<file path="config.mk">
export PLATFORM = sky130hd
export DESIGN_NAME = iter_alu
export DESIGN_NICKNAME = d
export VERILOG_FILES = /design/src/rtl/iter_alu.sv
export SDC_FILE = /design/constraint.sdc
export NUM_CORES = 1
export LEC_CHECK = 0
export ABC_CLOCK_PERIOD_IN_PS = 3350
export BUFFER_PORTS_ARGS = -buffer_cell sky130_fd_sc_hd__buf_2
export CORE_MARGIN = 3
export CORE_UTILIZATION = 55
export DETAILED_ROUTE_END_ITERATION = 10
export PLACE_DENSITY = 0.78
export SYNTH_ARGS = -nofsm -noshare
export SYNTH_HDL_FRONTEND = slang
export SYNTH_SLANG_ARGS = --single-unit
</file>
<file path="constraint.sdc">
create_clock -name clk -period 3.35 [get_ports clk]
set_clock_uncertainty 0.1 [all_clocks]
set_input_delay 0.67 -clock clk [delete_from_list [all_inputs] [get_ports clk]]
set_output_delay 0.67 -clock clk [all_outputs]
set_load 0.05 [all_outputs]
</file>
<file path="src/rtl/iter_alu.sv">
// Registered execute-stage ALU with valid/ready handshake and NZCV flags.
// Define ITER_ALU_MUL_EN to add the iterative shift-add multiplier (op 1000).
module iter_alu #(
    parameter int WIDTH = 32,
    parameter int CNT_W = $clog2(WIDTH) + 1
) (
    input  logic             clk,
    input  logic             reset_n,
    input  logic             in_valid,
    output logic             in_ready,
    input  logic [3:0]       op,
    input  logic [WIDTH-1:0] src_a,
    input  logic [WIDTH-1:0] src_b,
    input  logic             carry_in,
    output logic             out_valid,
    input  logic             out_ready,
    output logic [WIDTH-1:0] result,
    output logic [3:0]       flags,
    output logic             out_err
);

    localparam logic [3:0] OP_ADD = 4'b0000, OP_SUB = 4'b0001, OP_AND = 4'b0010,
                           OP_ORR = 4'b0011, OP_EOR = 4'b0100, OP_ADC = 4'b0101,
                           OP_BIC = 4'b0110, OP_SBC = 4'b0111;

    if (WIDTH < 4 || CNT_W < $clog2(WIDTH) + 1) begin : g_param_chk
        $error("iter_alu: WIDTH must be >= 4 and CNT_W must hold WIDTH-1");
    end

    typedef enum logic [1:0] {IDLE, BUSY, DONE} state_t;
    state_t state;

    logic             accept, arith, legal, cin;
    logic [WIDTH-1:0] bc, alu_res;
    logic [WIDTH:0]   sum;
    logic [3:0]       alu_flags;

    assign in_ready = (state == IDLE) || (state == DONE && out_ready);
    assign accept   = in_valid && in_ready;

    always_comb begin
        bc = (op == OP_SUB || op == OP_SBC) ? ~src_b : src_b;
        case (op)
            OP_SUB:         cin = 1'b1;
            OP_ADC, OP_SBC: cin = carry_in;
            default:        cin = 1'b0;
        endcase
        sum     = {1'b0, src_a} + {1'b0, bc} + {{WIDTH{1'b0}}, cin};
        arith   = (op == OP_ADD) || (op == OP_SUB) || (op == OP_ADC) || (op == OP_SBC);
        legal   = 1'b1;
        alu_res = '0;
        case (op)
            OP_ADD, OP_SUB, OP_ADC, OP_SBC: alu_res = sum[WIDTH-1:0];
            OP_AND:  alu_res = src_a & src_b;
            OP_ORR:  alu_res = src_a | src_b;
            OP_EOR:  alu_res = src_a ^ src_b;
            OP_BIC:  alu_res = src_a & ~src_b;
            default: legal = 1'b0;
        endcase
        // Illegal ops leave alu_res at zero, so only Z can be set.
        alu_flags = {alu_res[WIDTH-1], alu_res == '0, arith & sum[WIDTH],
                     arith && (src_a[WIDTH-1] == bc[WIDTH-1]) && (sum[WIDTH-1] != src_a[WIDTH-1])};
    end

`ifdef ITER_ALU_MUL_EN
    localparam logic [3:0] OP_MUL = 4'b1000;
    logic [WIDTH-1:0] mcand, mplier, acc, acc_nxt;
    logic [CNT_W-1:0] cnt;
    assign acc_nxt = acc + (mplier[0] ? mcand : '0);
`endif

    always_ff @(posedge clk or negedge reset_n) begin
        if (!reset_n) begin
            state     <= IDLE;
            out_valid <= 1'b0;
            result    <= '0;
            flags     <= 4'b0;
            out_err   <= 1'b0;
`ifdef ITER_ALU_MUL_EN
            mcand     <= '0;
            mplier    <= '0;
            acc       <= '0;
            cnt       <= '0;
`endif
        end else begin
            case (state)
                IDLE, DONE: begin
                    if (state == DONE && out_ready) begin
                        state     <= IDLE;
                        out_valid <= 1'b0;
                    end
                    if (accept) begin
`ifdef ITER_ALU_MUL_EN
                        if (op == OP_MUL) begin
                            mcand     <= src_a;
                            mplier    <= src_b;
                            acc       <= '0;
                            cnt       <= '0;
                            state     <= BUSY;
                            out_valid <= 1'b0;
                        end else
`endif
                        begin
                            result    <= alu_res;
                            flags     <= alu_flags;
                            out_err   <= ~legal;
                            state     <= DONE;
                            out_valid <= 1'b1;
                        end
                    end
                end
`ifdef ITER_ALU_MUL_EN
                BUSY: begin
                    acc    <= acc_nxt;
                    mcand  <= mcand << 1;
                    mplier <= mplier >> 1;
                    cnt    <= cnt + 1'b1;
                    if (cnt == CNT_W'(WIDTH - 1)) begin
                        result    <= acc_nxt;
                        flags     <= {acc_nxt[WIDTH-1], acc_nxt == '0, 2'b00};
                        out_err   <= 1'b0;
                        state     <= DONE;
                        out_valid <= 1'b1;
                    end
                end
`endif
                default: begin
                    state     <= IDLE;
                    out_valid <= 1'b0;
                end
            endcase
        end
    end

endmodule
</file>
==> results of run 1 <==
-- power by group --
| group | total, W | leakage (nW) | switching (W) | internal, W |
|---|---|---|---|---|
| Clock | 0.000490 | 0.0681 | 0.000194 | 0.000296 |
| Combinational | 0.00206 | 3.56 | 0.00120 | 0.000860 |
| Sequential | 0.000566 | 0.483 | 0.0000456 | 0.000521 |
-- synthesized netlist by cell type, types with 3 or more instances --
master     number
a21oi_1        51
nor3b_1         7
o21ai_1        21
a31oi_1        16
o211ai_1       11
o21bai_1        3
nor2b_1         3
nor3_1          4
mux2_1          4
o31ai_1         7
dfrtp_1        37
nand2b_1        8
buf_1           5
a221oi_1        3
nand3_1        18
o21ai_0        51
inv_1          73
ha_1           63
a2111oi_0       3
a32oi_1         4
clkbuf_1       19
a211oi_1        6
nand4_1         7
nand2_1        77
xnor2_1        45
mux2_2         13
o21a_1          7
nor2_1         28
a21o_1          4
a311oi_1        4
xor2_1         45
-- routing by layer --
layer,track usage (%),part of all wire (%),up-vias
met5,0,0,-
met4,11.9,5.4,0
met3,4.74,10,136
met2,58.5,48,503
met1,41.8,36,3171
li1,-,-,2963
-- kinds of logic after synthesis --
family,count (synthesis)
compound gates,205
flops,37
mux,18
simple gates,166
fa+ha+maj,65
buf+inv,101
xor+xnor,90
-- state kept, by name (all words and copies together), names as in the netlist --
signal	flops
out_err	1
result	32
out_valid	1
flags	3
-- per-stage QoR --
stage,power [W],hold slack [ns],TNS (ns)
global placement,0.00218,0.354,-14.89
finish,0.00312,0.384,-9.82
global route,0.00325,0.408,-12.56
detailed placement,0.00223,0.366,-17.06
floorplan,0.00159,0.274,-11.46
CTS,0.00279,0.386,-5.26
-- critical path, delay by kind of cell --
family,cells,cell delay [ns]
buf+inv,6,0.86
fa+ha+maj,1,0.33
xor+xnor,3,0.57
simple gates,5,1.10
compound gates,4,0.81
-- how the worst min path moves through the flow --
| stage | to | slack, ns | startpoint |
|---|---|---|---|
| 2_1_floorplan | flags[0] | 0.27 | reset_n |
| 5_1_grt | flags[0] | 0.41 | flags[0] |
| 4_1_cts | result[3] | 0.39 | result[3] |
| 3_3_place_gp | flags[1] | 0.35 | flags[1] |
| 6_report | result[3] | 0.38 | result[3] |
| 3_5_place_dp | result[3] | 0.37 | result[3] |
-- what timing repair did --
item,in CTS,in global routing
gates resized for setup,46,110
endpoints found under the hold margin,0,0
cloned,0,1
setup buffers,11,21
endpoints found under the setup margin,24,26
pin swaps,22,51
-- area by class of cell --
| class | instances | area (um2) | area share [%] |
|---|---|---|---|
| clock inverters | 3 | 65.1 | 0.799 |
| multi-input cells | 544 | 4610 | 56.6 |
| repair buffers | 297 | 2060 | 25.4 |
| clock buffers | 5 | 68.8 | 0.846 |
| inverters | 73 | 274 | 3.37 |
| well taps | 108 | 135 | 1.66 |
| flip-flops and latches | 37 | 926 | 11.4 |
==> flow_metrics.env, run 1 <==
export IMPL_antenna_found_initial=0
export IMPL_synth_adder_area_share_pct=16.0
export IMPL_vias=6773
export IMPL_slowest_stage="nor3b_1"
export IMPL_drt_wl_total_um=22400
export IMPL_firstDrtPassIters=5
export IMPL_synth_nets=820
export IMPL_fillers=378
export IMPL_cpPeakStageDelay_ns=0.40
export IMPL_dp_slack_ns=-1.18
export IMPL_endpoint="flags[2]"
export IMPL_routedWlPerCell_um=21.0
export IMPL_p_per_area_mw_per_mm2=383
export IMPL_pin_count=112
export IMPL_syn_inst=682
export IMPL_grt_overflow=0
export IMPL_grt_pass1_wl_um=28600
export IMPL_yosysWarnings=0
export IMPL_fin_util_pct=91.1
export IMPL_synthTopCellsByArea="dfrtp_1 18%, ha_1 15%, xnor2_1 7.6%, xor2_1 7.6%, nand2_1 5.6%"
export IMPL_synth_main_ff_cell="dfrtp_1"
export IMPL_layout_commonest_cell="buf_4"
export IMPL_critical_path_required_ns=3.46
export IMPL_instances_no_fill=1067
export IMPL_final_nets=1096
export IMPL_rsz0062_at_grt="true"
export IMPL_period_minus_slack_ns=4.26
export IMPL_hpwl_um=13900
export IMPL_cts_tree="done"
export IMPL_initial_utilization_pct=58.1
export IMPL_worstSetupEndpointType="flop"
export IMPL_vdd_drop_max_mv=0.314
export IMPL_clockBufferDepth=2
export IMPL_antenna_cells=0
export IMPL_worstPathArrival_ns=4.37
export IMPL_synth_top_family_by_area="compound AO/OA/AOI/OAI gates"
export IMPL_drive_gt1_share_pct=45.9
export IMPL_rows=34
export IMPL_muxShareOfSynthArea_pct=3.88
export IMPL_dieArea_mm2=0.0106
export IMPL_crit_chain="buf_8 -> xnor2_2 -> nand3b_1 -> buf_6 -> buf_12 -> buf_8 -> buf_4 -> xnor2_1 -> ha_1 -> nor2_1 -> o31ai_1 -> nor3b_1 -> a31oi_1 -> xor2_1 -> o21ai_1 -> nor4_1 -> buf_4 -> nand4_1 -> o41ai_2"
export IMPL_period_share_pct=127
export IMPL_path_clk_slew_ns=0.09
export IMPL_worst_path_max_fanout=6
export IMPL_crit_start="op[1]"
export IMPL_report_final_slew_viol_count=0
export IMPL_layout_common_cells="172 x buf_4, 109 x buf_2, 72 x inv_1"
export IMPL_gp_routability_congestion=0.957
export IMPL_async_flop_share_pct=100
export IMPL_drt_iter0_drc=463
export IMPL_clk_insertion_delay_late_ns=0.30
export IMPL_r2r_start="out_valid"
export IMPL_fmax_mhz=235
export IMPL_die_height_um=103
export IMPL_core_mm2=0.00893
export IMPL_crit_type="input pin to flop"
export IMPL_r2r_cells=9
export IMPL_ys_seq_elements=37
export IMPL_syn_avg_cell_area_um2=7.61
export IMPL_slew_headroom_pct=39.0
export IMPL_synthSimpleGateAreaFrac_pct=15.1
export IMPL_grt_use_total_pct=33.5
export IMPL_grt_max_degree=54
export IMPL_cts_sinks=37
export IMPL_maxCapViolCount=0
export IMPL_hold_viol=0
export IMPL_synthXorXnorAreaFrac_pct=15.2
export IMPL_min_path_type="flop to flop"
export IMPL_r2r_end="flags[2]"
export IMPL_hold_depth=2
export IMPL_die_x_um=103
export IMPL_netlist_top_cell_by_area="dfrtp_1"
export IMPL_place_area_mm2=0.00711
export IMPL_power_leakage_nw=4.11
export IMPL_ctsHoldBuffers=0
export IMPL_tightest_slew_ns=0.915
export IMPL_setup_viol_count_final=21
export IMPL_avgViaCountPerCell=6.35
export IMPL_synthDominantCellAreaShare_pct=17.8
export IMPL_cts_made_buffers=5
export IMPL_synth_edff_count=0
export IMPL_fin_area_mm2=0.00814
export IMPL_clockRootBuffer="clkbuf_8"
export IMPL_dp_cells=1034
export IMPL_grt_pass1_vias=6122
export IMPL_timing_reg2reg_setup_slack_ns=0.71
export IMPL_layout_setup_ws_ns=-0.911
export IMPL_ant_nets=0
export IMPL_status="complete, but fails checks"
export IMPL_drc=0
export IMPL_syn_to_final_growth_pct=56.7
export IMPL_netlist_area_mm2=0.00519
export IMPL_numPortBuffers=111
export IMPL_cp_start_kind="input pin"
export IMPL_failed_checks="setup timing"
export IMPL_h_tree_depth=2
export IMPL_ys_seq_area_share_pct=17.8
export IMPL_synth_cell_type_count=60
export IMPL_synth_compound_area_share_pct=24.5
No activity file was read; power rests on OpenSTA's default activity.
==> run 2, diff against run 1 <==
==> constraint.sdc (replaced) <==
create_clock -name clk -period 3.35 [get_ports clk]
set_clock_uncertainty 0.1 [all_clocks]
set_input_delay 0.1675 -clock clk [delete_from_list [all_inputs] [get_ports clk]]
set_output_delay 0.1675 -clock clk [all_outputs]
set_load 0.05 [all_outputs]
==> flow_metrics.env, run 2 (synthesis results as in run 1) <==
export IMPL_status="complete, but fails checks"
export IMPL_failed_checks="setup timing"
export IMPL_pin_count=112
export IMPL_cpPeakStageDelay_ns=0.36
export IMPL_layout_setup_ws_ns=-0.188
export IMPL_initial_utilization_pct=58.1
export IMPL_cts_made_buffers=5
export IMPL_layout_commonest_cell="buf_4"
export IMPL_path_delay_family="compound AO/OA/AOI/OAI gates"
export IMPL_core_mm2=0.00893
export IMPL_critical_path_required_ns=3.46
export IMPL_firstDrtPassIters=5
export IMPL_grt_use_total_pct=34.5
export IMPL_period_minus_slack_ns=3.54
export IMPL_worstPathArrival_ns=3.65
export IMPL_worstSetupEndpointType="flop"
export IMPL_crit_path_frequent_cell="nand4_1"
export IMPL_grt_pass1_vias=6261
export IMPL_drive_gt1_share_pct=35.3
export IMPL_dp_slack_ns=-0.582
export IMPL_dieArea_mm2=0.0106
export IMPL_cts_tree="done"
export IMPL_clockRootBuffer="clkbuf_8"
export IMPL_use_met3_pct=6.16
export IMPL_instances_no_fill=1017
export IMPL_largest_registers="result x32, flags x3"
export IMPL_die_x_um=103
export IMPL_cp_start_kind="input pin"
export IMPL_r2r_cells=9
export IMPL_crit_chain="buf_8 -> xnor2_2 -> nand3b_1 -> buf_6 -> buf_12 -> xnor2_1 -> ha_1 -> a21oi_2 -> o31ai_4 -> o211a_1 -> buf_4 -> o21a_1 -> or3_1 -> a31oi_2 -> nand4_1 -> nor4b_4 -> nand4_1 -> o41ai_2"
export IMPL_r2r_end="flags[2]"
export IMPL_report_final_slew_viol_count=0
export IMPL_vdd_drop_max_mv=0.249
export IMPL_worst_path_max_fanout=15
export IMPL_hold_depth=2
export IMPL_rows=34
export IMPL_rsz0062_at_grt="true"
export IMPL_timing_reg2reg_setup_slack_ns=0.87
export IMPL_clk_insertion_delay_late_ns=0.30
export IMPL_largest_reg_flops=32
export IMPL_avgViaCountPerCell=6.15
export IMPL_period_share_pct=106
export IMPL_slew_headroom_pct=14.1
export IMPL_setup_viol_count_final=2
export IMPL_hold_viol=0
export IMPL_top_usage_layer="met2"
export IMPL_path_clk_slew_ns=0.08
export IMPL_slowest_stage="ha_1"
export IMPL_vias=6251
export IMPL_layout_common_cells="133 x buf_4, 109 x buf_2, 76 x nand2_1"
export IMPL_tightest_slew_ns=1.28
export IMPL_dp_cells=996
export IMPL_final_nets=1046
export IMPL_hpwl_um=14000
export IMPL_cts_sinks=37
export IMPL_power_leakage_nw=3.67
export IMPL_fin_util_pct=81.0
export IMPL_grt_util_met1_pct=41.4
export IMPL_syn_to_final_growth_pct=39.4
export IMPL_crit_type="input pin to flop"
export IMPL_ant_nets=0
export IMPL_clockBufferDepth=2
export IMPL_grt_pass1_wl_um=29200
export IMPL_whs_endpoint="out_valid"
export IMPL_numPortBuffers=111
export IMPL_drt_iter0_drc=495
export IMPL_regMostFlops="result"
export IMPL_drt_wl_total_um=18600
export IMPL_maxCapViolCount=0
export IMPL_p_per_area_mw_per_mm2=382
export IMPL_die_height_um=103
export IMPL_fmax_mhz=283
export IMPL_holdCritStartpoint="in_valid"
export IMPL_routedWlPerCell_um=18.3
export IMPL_min_path_type="input pin to flop"
export IMPL_gr_usage_met2_pct=60.9
export IMPL_grt_max_degree=54
export IMPL_gp_routability_congestion=1.03
export IMPL_grt_overflow=0
export IMPL_antenna_cells=0
export IMPL_drc=0
export IMPL_crit_buf_inv=4
export IMPL_antenna_found_initial=0
export IMPL_h_tree_depth=2
export IMPL_r2r_start="out_valid"
run 2: cell count changes in the layout (fill, tap and decap cells not counted), sizes merged:
cell | previous run | this run
buf | 296 | 246
bufinv | 2 | 1
clkbuf | 6 | 7
clkinv | 1 | 0
dlygate4sd3 | 0 | 1
run 2: what timing repair did:
item,4_1_cts,5_1_grt
pin swaps,15,23
gates resized for setup,25,22
buffers inserted,10,2
hold buffers,1,0
endpoints found under the hold margin,37,0
endpoints found under the setup margin,2,8
run 2: metrics by stage:
| stage | hold WS (ns) | power, W | TNS [ns] | area, um2 |
|---|---|---|---|---|
| detailed placement | 0.247 | 0.00219 | -3.09 | 6820 |
| finish | 0.0122 | 0.00277 | -0.295 | 7240 |
| global placement | 0.223 | 0.00213 | -1.59 | 6820 |
| global route | 0.0249 | 0.00293 | -1.09 | 7240 |
| floorplan | -0.228 | 0.00158 | -1.50 | 5370 |
| CTS | 0.0196 | 0.00268 | -0.174 | 7140 |
run 2: power by group:
| part | switching [W] | internal (W) | leakage, nW | total (W) |
|---|---|---|---|---|
| registers | 0.0000428 | 0.000521 | 0.483 | 0.000563 |
| logic | 0.00105 | 0.000722 | 3.13 | 0.00177 |
| clock network | 0.000187 | 0.000243 | 0.0585 | 0.000430 |
run 2: cell type report:
type,instances,area [um2]
clock inverters,1,30.0
repair buffers,247,1610
flip-flops and latches,37,926
well taps,108,135
inverters,73,274
clock buffers,7,86.3
multi-input cells,544,4180
fillers,561,1700
run 2: routing by layer:
| metal | wire length [um] | vias up |
|---|---|---|
| met4 | 777 | 0 |
| met5 | 0 | - |
| met3 | 1610 | 94 |
| met2 | 9120 | 365 |
| met1 | 7100 | 2935 |
| li1 | - | 2857 |
run 2: worst max-delay path by stage:
stage	startpoint	to	slack (ns)	cells past startpoint
after CTS	op[1]	result[28]	-0.09	18
final	op[1]	flags[2]	-0.19	18
after floorplan	op[2]	result[28]	-0.51	21
after global routing	op[1]	flags[2]	-0.36	17
after detailed placement	op[1]	flags[2]	-0.58	18
after global placement	op[1]	flags[2]	-0.39	16
==> run 3, diff against run 2 <==
Settings changed: CAP_MARGIN set to 20, SKIP_CTS_REPAIR_TIMING set to 1.
==> flow_metrics.env, run 3 (synthesis results as in run 1) <==
export IMPL_clock_power_share_pct=15.9
export IMPL_report_final_slew_viol_count=0
export IMPL_status="complete, but fails checks"
export IMPL_rsz0062_at_grt="true"
export IMPL_slew_headroom_pct=39.2
export IMPL_pin_count=112
export IMPL_dp_cells=997
export IMPL_drive_gt1_share_pct=33.5
export IMPL_hold_viol=0
export IMPL_grt_pass1_vias=5934
export IMPL_power_leakage_nw=3.62
export IMPL_avgViaCountPerCell=5.96
export IMPL_routedWlPerCell_um=17.3
export IMPL_pwr_share_comb_pct=63.3
export IMPL_grt_pass1_wl_um=27400
export IMPL_min_path_type="input pin to flop"
export IMPL_final_nets=1039
export IMPL_die_x_um=103
export IMPL_antenna_found_initial=0
export IMPL_tightest_slew_ns=0.912
export IMPL_fin_util_pct=79.8
export IMPL_cp_start_kind="input pin"
export IMPL_numPortBuffers=111
export IMPL_initial_utilization_pct=58.1
export IMPL_seq_power_share_pct=20.8
export IMPL_instances_no_fill=1010
export IMPL_maxCapViolCount=0
export IMPL_layout_commonest_cell="buf_4"
export IMPL_setup_viol_count_final=2
export IMPL_drt_iter0_drc=283
export IMPL_p_total_w=0.00271
export IMPL_hpwl_um=14000
export IMPL_fmax_mhz=286
export IMPL_core_mm2=0.00893
export IMPL_critical_path_required_ns=3.50
export IMPL_worst_path_max_fanout=4
export IMPL_worstSetupEndpointType="flop"
export IMPL_clockBufferDepth=2
export IMPL_largest_registers="result x32, flags x3"
export IMPL_ant_nets=0
export IMPL_grt_use_total_pct=32.5
export IMPL_path_clk_slew_ns=0.08
export IMPL_crit_type="input pin to flop"
export IMPL_drc=0
export IMPL_cts_tree="done"
export IMPL_fin_area_mm2=0.00713
export IMPL_rows=34
export IMPL_switching_share_pct=45.9
export IMPL_clk_insertion_delay_late_ns=0.31
export IMPL_vias=6015
export IMPL_clockRootBuffer="clkbuf_8"
export IMPL_gp_routability_congestion=1.03
export IMPL_vdd_drop_max_mv=0.241
export IMPL_syn_to_final_growth_pct=37.3
export IMPL_failed_checks="setup timing"
export IMPL_dieArea_mm2=0.0106
export IMPL_grt_overflow=0
export IMPL_layout_common_cells="125 x buf_4, 109 x buf_2, 76 x nand2_1"
export IMPL_intPower_w=0.00147
export IMPL_drt_wl_total_um=17500
export IMPL_layout_setup_ws_ns=-0.149
export IMPL_largest_reg_flops=32
export IMPL_p_sw_w=0.00124
export IMPL_p_per_area_mw_per_mm2=380
export IMPL_period_share_pct=104
export IMPL_regMostFlops="result"
export IMPL_period_minus_slack_ns=3.50
export IMPL_die_height_um=103
export IMPL_antenna_cells=0
export IMPL_place_area_mm2=0.00683
export IMPL_grt_max_degree=54
export IMPL_worstPathArrival_ns=3.65
export IMPL_cts_sinks=37
export IMPL_h_tree_depth=2
export IMPL_cts_made_buffers=5
export IMPL_firstDrtPassIters=5
[run 3: per-stage QoR]
step / TNS, ns / hold slack [ns] / setup slack, ns
floorplan: -1.50 / -0.228 / -0.512
global placement: -1.59 / 0.223 / -0.390
detailed placement: -3.62 / 0.245 / -0.584
CTS: -0.568 / -0.0827 / -0.283
global route: -0.622 / 0.0349 / -0.315
finish: -0.273 / 0.00445 / -0.149
[run 3: worst paths after layout]
| kind | startpoint | endpoint | slack (ns) | depth (start not counted) |
|---|---|---|---|---|
| max | op[1] | result[28] | -0.15 | 18 |
| min | in_valid | out_valid | 0.004 | 2 |
| max reg2reg | out_valid | flags[2] | 0.96 | 9 |
| min reg2reg | result[8] | result[8] | 0.38 | 2 |
| max in group asynchronous | reset_n | result[11] | 2.13 | 2 |
| min in group asynchronous | reset_n | result[2] | 0.44 | 2 |
[run 3: area by class of cell]
| cell class | instances | area, um2 |
|---|---|---|
| well taps | 108 | 135 |
| flip-flops and latches | 37 | 926 |
| multi-input cells | 544 | 4120 |
| repair buffers | 240 | 1560 |
| clock buffers | 7 | 86.3 |
| clock inverters | 1 | 30.0 |
| inverters | 73 | 274 |
| fillers | 602 | 1800 |
[run 3: critical path, stage by stage]
cell	delay, ns
buf_8	0.10
xnor2_2	0.14
nand3b_1	0.10
buf_6	0.15
xnor2_4	0.15
fa_2	0.28
inv_2	0.05
fa_2	0.33
nand2b_4	0.16
a211oi_4	0.30
o21ai_2	0.10
o21ba_4	0.22
o311ai_4	0.33
a31oi_1	0.13
a21boi_1	0.23
mux2_4	0.34
o21ai_4	0.18
mux2_4	0.18
[run 3: routing by layer]
layer | part of all wire, % | track usage, %
met5 | 0 | 0
met4 | 3.9 | 13.5
met3 | 7.2 | 5.28
met2 | 49 | 57.0
met1 | 40 | 39.2
[run 3: power by group through the flow]
stage	logic, W	clock network [W]	registers [W]
after global placement	0.00157	0	0.000565
after floorplan	0.000746	0	0.000832
after global routing	0.00184	0.000451	0.000572
after detailed placement	0.00162	0	0.000571
final	0.00171	0.000431	0.000564
after CTS	0.00163	0.000431	0.000563
